--- src/rtl/pipe_hazard_ctrl.sv ---
// Five-stage pipeline hazard/stall controller (RUN, DSTALL, ISTALL, HALT); outputs combinational, zero latency.
// A data miss freezes every stage. Optional perf counters are enabled with `define PIPE_HAZARD_CTRL_PERF_EN.
module pipe_hazard_ctrl (
   input  logic       clk,
   input  logic       rst,
   input  logic [3:0] id_rs,
   input  logic [3:0] id_rt,
   input  logic       id_uses_rs,
   input  logic       id_uses_rt,
   input  logic       ex_memread,
   input  logic [3:0] ex_rd,
   input  logic       br_taken,
   input  logic       id_halt,
   input  logic       imiss_stall,
   input  logic       dmiss_stall,
   output logic       pc_wen,
   output logic       fd_wen,
   output logic       dx_wen,
   output logic       xm_wen,
   output logic       mw_wen,
   output logic       fd_flush,
   output logic       dx_flush,
   output logic       halted,
   output logic [1:0] state
`ifdef PIPE_HAZARD_CTRL_PERF_EN
   ,
   output logic [15:0] stall_cycles,
   output logic [15:0] flush_cycles
`endif
);

   localparam logic [1:0] ST_RUN    = 2'd0;
   localparam logic [1:0] ST_DSTALL = 2'd1;
   localparam logic [1:0] ST_ISTALL = 2'd2;
   localparam logic [1:0] ST_HALT   = 2'd3;

   logic [1:0] r_state;
   logic       r_pre_istall;
   logic [2:0] r_drain;

   logic       w_load_use;
   logic [1:0] w_eff;
   logic [1:0] w_next;
   logic       w_pre_next;
   logic       w_drain_inc;
   logic       w_pc, w_fd, w_dx, w_xm, w_mw;
   logic       w_fd_flush, w_dx_flush;

   assign w_load_use = ex_memread & (ex_rd != 4'd0) &
                       ((id_uses_rs & (id_rs == ex_rd)) | (id_uses_rt & (id_rt == ex_rd)));

   // Once the data miss clears, DSTALL behaves as the state it interrupted for that cycle.
   assign w_eff = (r_state == ST_DSTALL) ? (r_pre_istall ? ST_ISTALL : ST_RUN) : r_state;

   always_comb begin
      w_pc        = 1'b1;
      w_fd        = 1'b1;
      w_dx        = 1'b1;
      w_xm        = 1'b1;
      w_mw        = 1'b1;
      w_fd_flush  = 1'b0;
      w_dx_flush  = 1'b0;
      w_next      = w_eff;
      w_pre_next  = r_pre_istall;
      w_drain_inc = 1'b0;
      if (dmiss_stall) begin
         w_pc = 1'b0;
         w_fd = 1'b0;
         w_dx = 1'b0;
         w_xm = 1'b0;
         w_mw = 1'b0;
         if (w_eff != ST_HALT) begin
            w_next     = ST_DSTALL;
            w_pre_next = (w_eff == ST_ISTALL);
         end
      end else begin
         case (w_eff)
            ST_HALT: begin
               w_pc        = 1'b0;
               w_fd_flush  = 1'b1;
               w_drain_inc = 1'b1;
            end
            ST_RUN, ST_ISTALL: begin
               if (w_load_use) begin
                  w_pc       = 1'b0;
                  w_fd       = 1'b0;
                  w_dx_flush = 1'b1;
               end else if (br_taken) begin
                  w_fd_flush = 1'b1;
                  w_next     = ST_RUN;
               end else if (w_eff == ST_ISTALL) begin
                  w_pc       = 1'b0;
                  w_fd_flush = 1'b1;
                  w_next     = imiss_stall ? ST_ISTALL : ST_RUN;
               end else if (imiss_stall) begin
                  w_next = ST_ISTALL;
               end else if (id_halt) begin
                  w_next = ST_HALT;
               end
            end
            default: w_next = ST_RUN;
         endcase
      end
   end

   always_ff @(posedge clk or negedge rst) begin
      if (!rst) begin
         r_state      <= ST_RUN;
         r_pre_istall <= 1'b0;
         r_drain      <= 3'd0;
      end else begin
         r_state      <= w_next;
         r_pre_istall <= w_pre_next;
         if (w_drain_inc && (r_drain != 3'd4))
            r_drain <= r_drain + 3'd1;
      end
   end

   assign pc_wen   = rst & w_pc;
   assign fd_wen   = rst & w_fd;
   assign dx_wen   = rst & w_dx;
   assign xm_wen   = rst & w_xm;
   assign mw_wen   = rst & w_mw;
   assign fd_flush = rst & w_fd_flush;
   assign dx_flush = rst & w_dx_flush;
   assign halted   = rst & (r_state == ST_HALT) & (r_drain == 3'd4);
   assign state    = r_state;

`ifdef PIPE_HAZARD_CTRL_PERF_EN
   logic [15:0] r_stall_cycles;
   logic [15:0] r_flush_cycles;

   always_ff @(posedge clk or negedge rst) begin
      if (!rst) begin
         r_stall_cycles <= 16'd0;
         r_flush_cycles <= 16'd0;
      end else if (r_state != ST_HALT) begin
         if (!w_pc && (r_stall_cycles != 16'hFFFF))
            r_stall_cycles <= r_stall_cycles + 16'd1;
         if ((w_fd_flush || w_dx_flush) && (r_flush_cycles != 16'hFFFF))
            r_flush_cycles <= r_flush_cycles + 16'd1;
      end
   end

   assign stall_cycles = r_stall_cycles;
   assign flush_cycles = r_flush_cycles;
`endif

endmodule

--- config.mk ---
export PLATFORM = sky130hd
export DESIGN_NAME = pipe_hazard_ctrl
export DESIGN_NICKNAME = d
export VERILOG_FILES = /design/src/rtl/pipe_hazard_ctrl.sv
export SDC_FILE = /design/constraint.sdc
export NUM_CORES = 1
export LEC_CHECK = 0
export ABC_AREA = 1
export BUFFER_PORTS_ARGS = -buffer_cell sky130_fd_sc_hd__buf_4
export CORE_AREA = 4 4 41 43
export CTS_CLUSTER_DIAMETER = 80
export DETAILED_ROUTE_END_ITERATION = 7
export DIE_AREA = 0 0 45 47
export PLACE_DENSITY = 0.78
export SLEW_MARGIN = 20
export SYNTH_ARGS = -nofsm -noshare
export SYNTH_HDL_FRONTEND = slang
export SYNTH_SLANG_ARGS = --single-unit
--- constraint.sdc ---
create_clock -name clk -period 3.4 [get_ports clk]
set_input_delay 0.34 -clock clk [delete_from_list [all_inputs] [get_ports clk]]
set_output_delay 0.34 -clock clk [all_outputs]
set_load 0.05 [all_outputs]
Word-level counts from Yosys, hierarchy flattened

Index checks and enable logic that the tools add are counted.

Output and inout port bits: 10
Logic and storage cells: 60
Register bits after elaboration: 6
Input port bits: 21

Reduce and logical (&&, ||, !) cells: 5
$add $sub $neg: 1
Bitwise logic cells: 12
Muxes and demuxes: 30
Equality and inequality tests: 9

Operators by type and width:

| kind                                          | number |
|---|---|
| 2-to-1 mux 2 bit                              | 10 |
| 2-to-1 mux 1 bit                              | 17 |
| bitwise AND 1 bit                             | 11 |
| == test 4 bit                                 | 2 |
| == test 2 bit, second input constant          | 3 |
| one-hot mux 1 bit (2 select lines)            | 2 |
| one-hot mux 2 bit (2 select lines)            | 1 |
| nonzero test 4 bit                            | 1 |
| adder 3 x 1 -> 3 bit, second input constant   | 1 |
| == test 3 bit, second input constant          | 1 |
| != test 3 bit, second input constant          | 1 |
| == test 2 x 1 -> 1 bit, second input constant | 1 |
| logical NOT 2 bit                             | 1 |
| != test 2 bit, second input constant          | 1 |
| AND reduction 2 bit                           | 1 |
| OR reduction 2 bit                            | 1 |
| logical AND 1 bit                             | 1 |
| OR 1 bit                                      | 1 |

Longest topological paths before layout

Depth in word-level cells: 9
Gate-level depth with buffers: 11

Worst setup path after synthesis

Ideal clock, no wire load.

Path kind: input-to-output
Start: input port rst
End: output port pc_wen
Arrival: 2.008 ns
Cell stages on the path: 4
Path slack: 1.052 ns
Cell sequence: inv_1 nor2_1 nand3_1 nor2_1

Cells in the longest elaborated chain, start to end: 1

Ends and longest elaborated chain:

| element            | RTL line | source |
|---|---|---|
| start: declaration | 5        | `input logic rst,` |
| bitwise AND 1 bit  | 119      | `assign pc_wen = rst & w_pc;` |
| end: declaration   | 16       | `output logic pc_wen,` |

Every way passes these cells.

Worst setup path in the final report

Ends and elaborated chain as after synthesis.

==> impl_metrics.py <==
metrics = {
    "worst_setup_path": {
        "crit_type": "primary input to output port",
        "crit_path_end_kind": "output port",
        "r2r-end": "state[1]",
        "cp_max_fo": 7,
        "start_kind": "primary input",
        "regToRegStartpoint": "state[1]",
        "rr_worst_depth": 8,
        "r2r_slack_ns": 2.18,
        "required_ns": 3.06,
        "critPathArrivalTime_ns": 1.78,
    },
    "sta": {
        "tightest_slew_ns": 0.293,
        "rsz0062_at_grt": "no",
        "maxSlewHeadroom": 0.804,
        "finalHoldViolCount": 0,
        "timing.fmax_mhz": 472,
        "setup_slack_ns": 1.28,
        "drv_slew": 0,
        "fin_crit_sh": 0.624,
        "skew_ns": 0.000372,
        "final-setup-viol-count": 0,
        "period_needed_ns": 2.12,
        "setup_tns_ns": 0,
    },
    "routing": {
        "routed_wl_um": 1270,
        "drt_first_iter_violations": 3,
        "dr.pass1.iters": 2,
        "vias_per_cell": 4.44,
        "drtAntennaViolNets": 0,
        "route.vias.total": 604,
        "drcViolationCount": 0,
        "wl_per_cell_um": 9.36,
    },
    "hold_path": {
        "hold_start": "imiss_stall",
        "holdPathEnd": "state[0]",
        "hold_path_depth": 4,
        "hold_class": "primary input to flop",
    },
    "die": {
        "ios": 31,
        "die-area_um2": 2120,
        "start_util": 0.429,
        "die_h_um": 47,
        "coreArea_um2": 1300,
        "die_w_um": 45,
        "rows": 13,
    },
    "grt": {
        "grt_max_degree": 8,
        "grt_pass1_vias": 560,
        "gr-total-overflow": 0,
        "antenna_found_initial": 0,
        "grt_usage": 0.129,
        "grt_pass1_wl_um": 2010,
    },
    "synthesis": {
        "synth-seq-cells": 6,
        "synth-simple-area-share": 0.404,
        "yosys.area_share.adder": 0.0448,
        "avgSynthCellArea_um2": 6.27,
        "ys_seq_area_frac": 0.269,
        "yosysWarnings": 0,
        "synth.largest_area_cell": "dfrtp_1",
        "yosysUniqueCellTypes": 19,
        "syn_nets": 112,
        "synth_area_leaders": "dfrtp_1, nand2_1, nor2_1, inv_1, nand3_1",
        "synth-compound-area-share": 0.0605,
        "syn_area_um2": 558,
        "muxShareOfSynthArea": 0.0179,
        "syn_inst": 89,
        "synth-xor-area-share": 0.0628,
        "netlist.area_leader.share": 0.269,
        "synth_top_family_by_area": "simple AND/OR/NAND/NOR gates",
    },
    "placed_design": {
        "place_ws_ns": 1.67,
        "dp.cells": 132,
        "io_buffer_count": 30,
        "hpwl_um": 1130,
        "gp_congestion": 0.726,
    },
    "power_and_ir_drop": {
        "p_comb_frac": 0.498,
        "p_int_mw": 0.209,
        "p_clk_frac": 0.171,
        "p_switching_mw": 0.143,
        "p_per_area_nw_per_um2": 430,
        "pwr-share-seq": 0.331,
        "finalPower_mw": 0.352,
        "p_leak_nw": 0.481,
        "switching_share": 0.407,
        "peakVddDrop_mv": 0.296,
    },
    "clock_network": {
        "ctsHoldBuffers": 1,
        "numCtsBuffers": 3,
        "root_buffer": "clkbuf_4",
        "cts_setup_buffers": 0,
        "cts_tree": "done",
        "cts.path.max_buffers": 2,
        "clkLatencyLatePin_ns": 0.23,
        "path_clk_slew_ns": 0.04,
        "htree_levels": 1,
        "ctsResizeCount": 0,
        "cts_sinks": 6,
    },
    "final_layout": {
        "seqCellArea_um2": 150,
        "final_cells": 136,
        "final_common_cell": "buf_4",
        "nets": 146,
        "layout_common_cells": "buf_4, nand2_1, nor2_1",
        "multi_input_area_um2": 329,
        "n_fill_cell": 128,
        "area_delta_synth_final_pct": 46.9,
        "antenna_cells": 0,
        "layout-drive-gt1-share": 0.347,
    },
    "status": {
        "status": "completed",
    },
    "job": {
        "drv_cap": 0,
    },
}
cell usage after synthesis:
library cell   n
nor2_1        15
ha_1           2
nor3_2         1
a21boi_2       1
dfrtp_1        6
inv_1         14
mux2i_1        1
nand3_1        6
inv_2          3
nand2_2        3
nand4_1        1
buf_4          2
nor2_2         1
nor3_1         3
a21o_1         1
a21oi_1        3
xnor2_1        3
nand2_1       22
xor2_1         1
kinds of logic after synthesis:
group,count (synthesis)
AOI/OAI and AO/OA,5
muxes,1
and+or+nand+nor,52
adders and majority gates,2
buffers and inverters,19
DFF,6
xor gates and xnor gates,4
cell type report:
| cell class | instances | share of cell area |
|---|---|---|
| Inverter | 17 | 0.0779 |
| Timing Repair Buffer | 31 | 0.287 |
| Multi-Input combinational cell | 64 | 0.402 |
| Sequential cell | 6 | 0.183 |
| Tap cell | 15 | 0.0229 |
| Clock buffer | 3 | 0.0275 |
registers in the layout (all words and copies together) (netlist names):
register      count
r_drain           3
r_pre_istall      1
state             2
worst max-delay path: stages:
cell and delay, ns:
dlygate4sd3_1 0.53, buf_4 0.15, inv_1 0.08, nor2_1 0.25
nand3_1 0.11, nor2_1 0.11, buf_4 0.20
metal layers:
layer,part of all wire,wire [um],vias to the layer above,track usage
li1,-,-,333,-
met1,0.41,527,262,0.135
met2,0.55,698,9,0.240
met3,0.037,47,0,0.0268
met4,0,0,0,0.0702
met5,0,0,-,0
power groups by stage:
stage	combinational (mW)	clock (mW)	sequential, mW
4_1_cts	0.178	0.0635	0.117
2_1_floorplan	0.108	0	0.130
5_1_grt	0.195	0.0704	0.121
6_report	0.175	0.0604	0.117
3_3_place_gp	0.173	0	0.116
3_5_place_dp	0.176	0	0.118
worst max-delay path by stage:
stage | from | end | depth (start not counted)
finish | rst | pc_wen | 7
global route | rst | fd_flush | 7
CTS | rst | pc_wen | 7
detailed placement | ex_rd[0] | fd_flush | 13
global placement | ex_rd[1] | fd_flush | 9
floorplan | rst | pc_wen | 4
per-stage QoR:
stage | hold WS [ns] | area [um^2] | utilization
5_1_grt | 0.428 | 820 | 0.630
3_5_place_dp | 0.153 | 787 | 0.605
4_1_cts | 0.405 | 820 | 0.630
6_report | 0.405 | 820 | 0.630
3_3_place_gp | 0.151 | 787 | 0.605
2_1_floorplan | 0.0444 | 558 | -
Power figures use the tool's default switching activity.
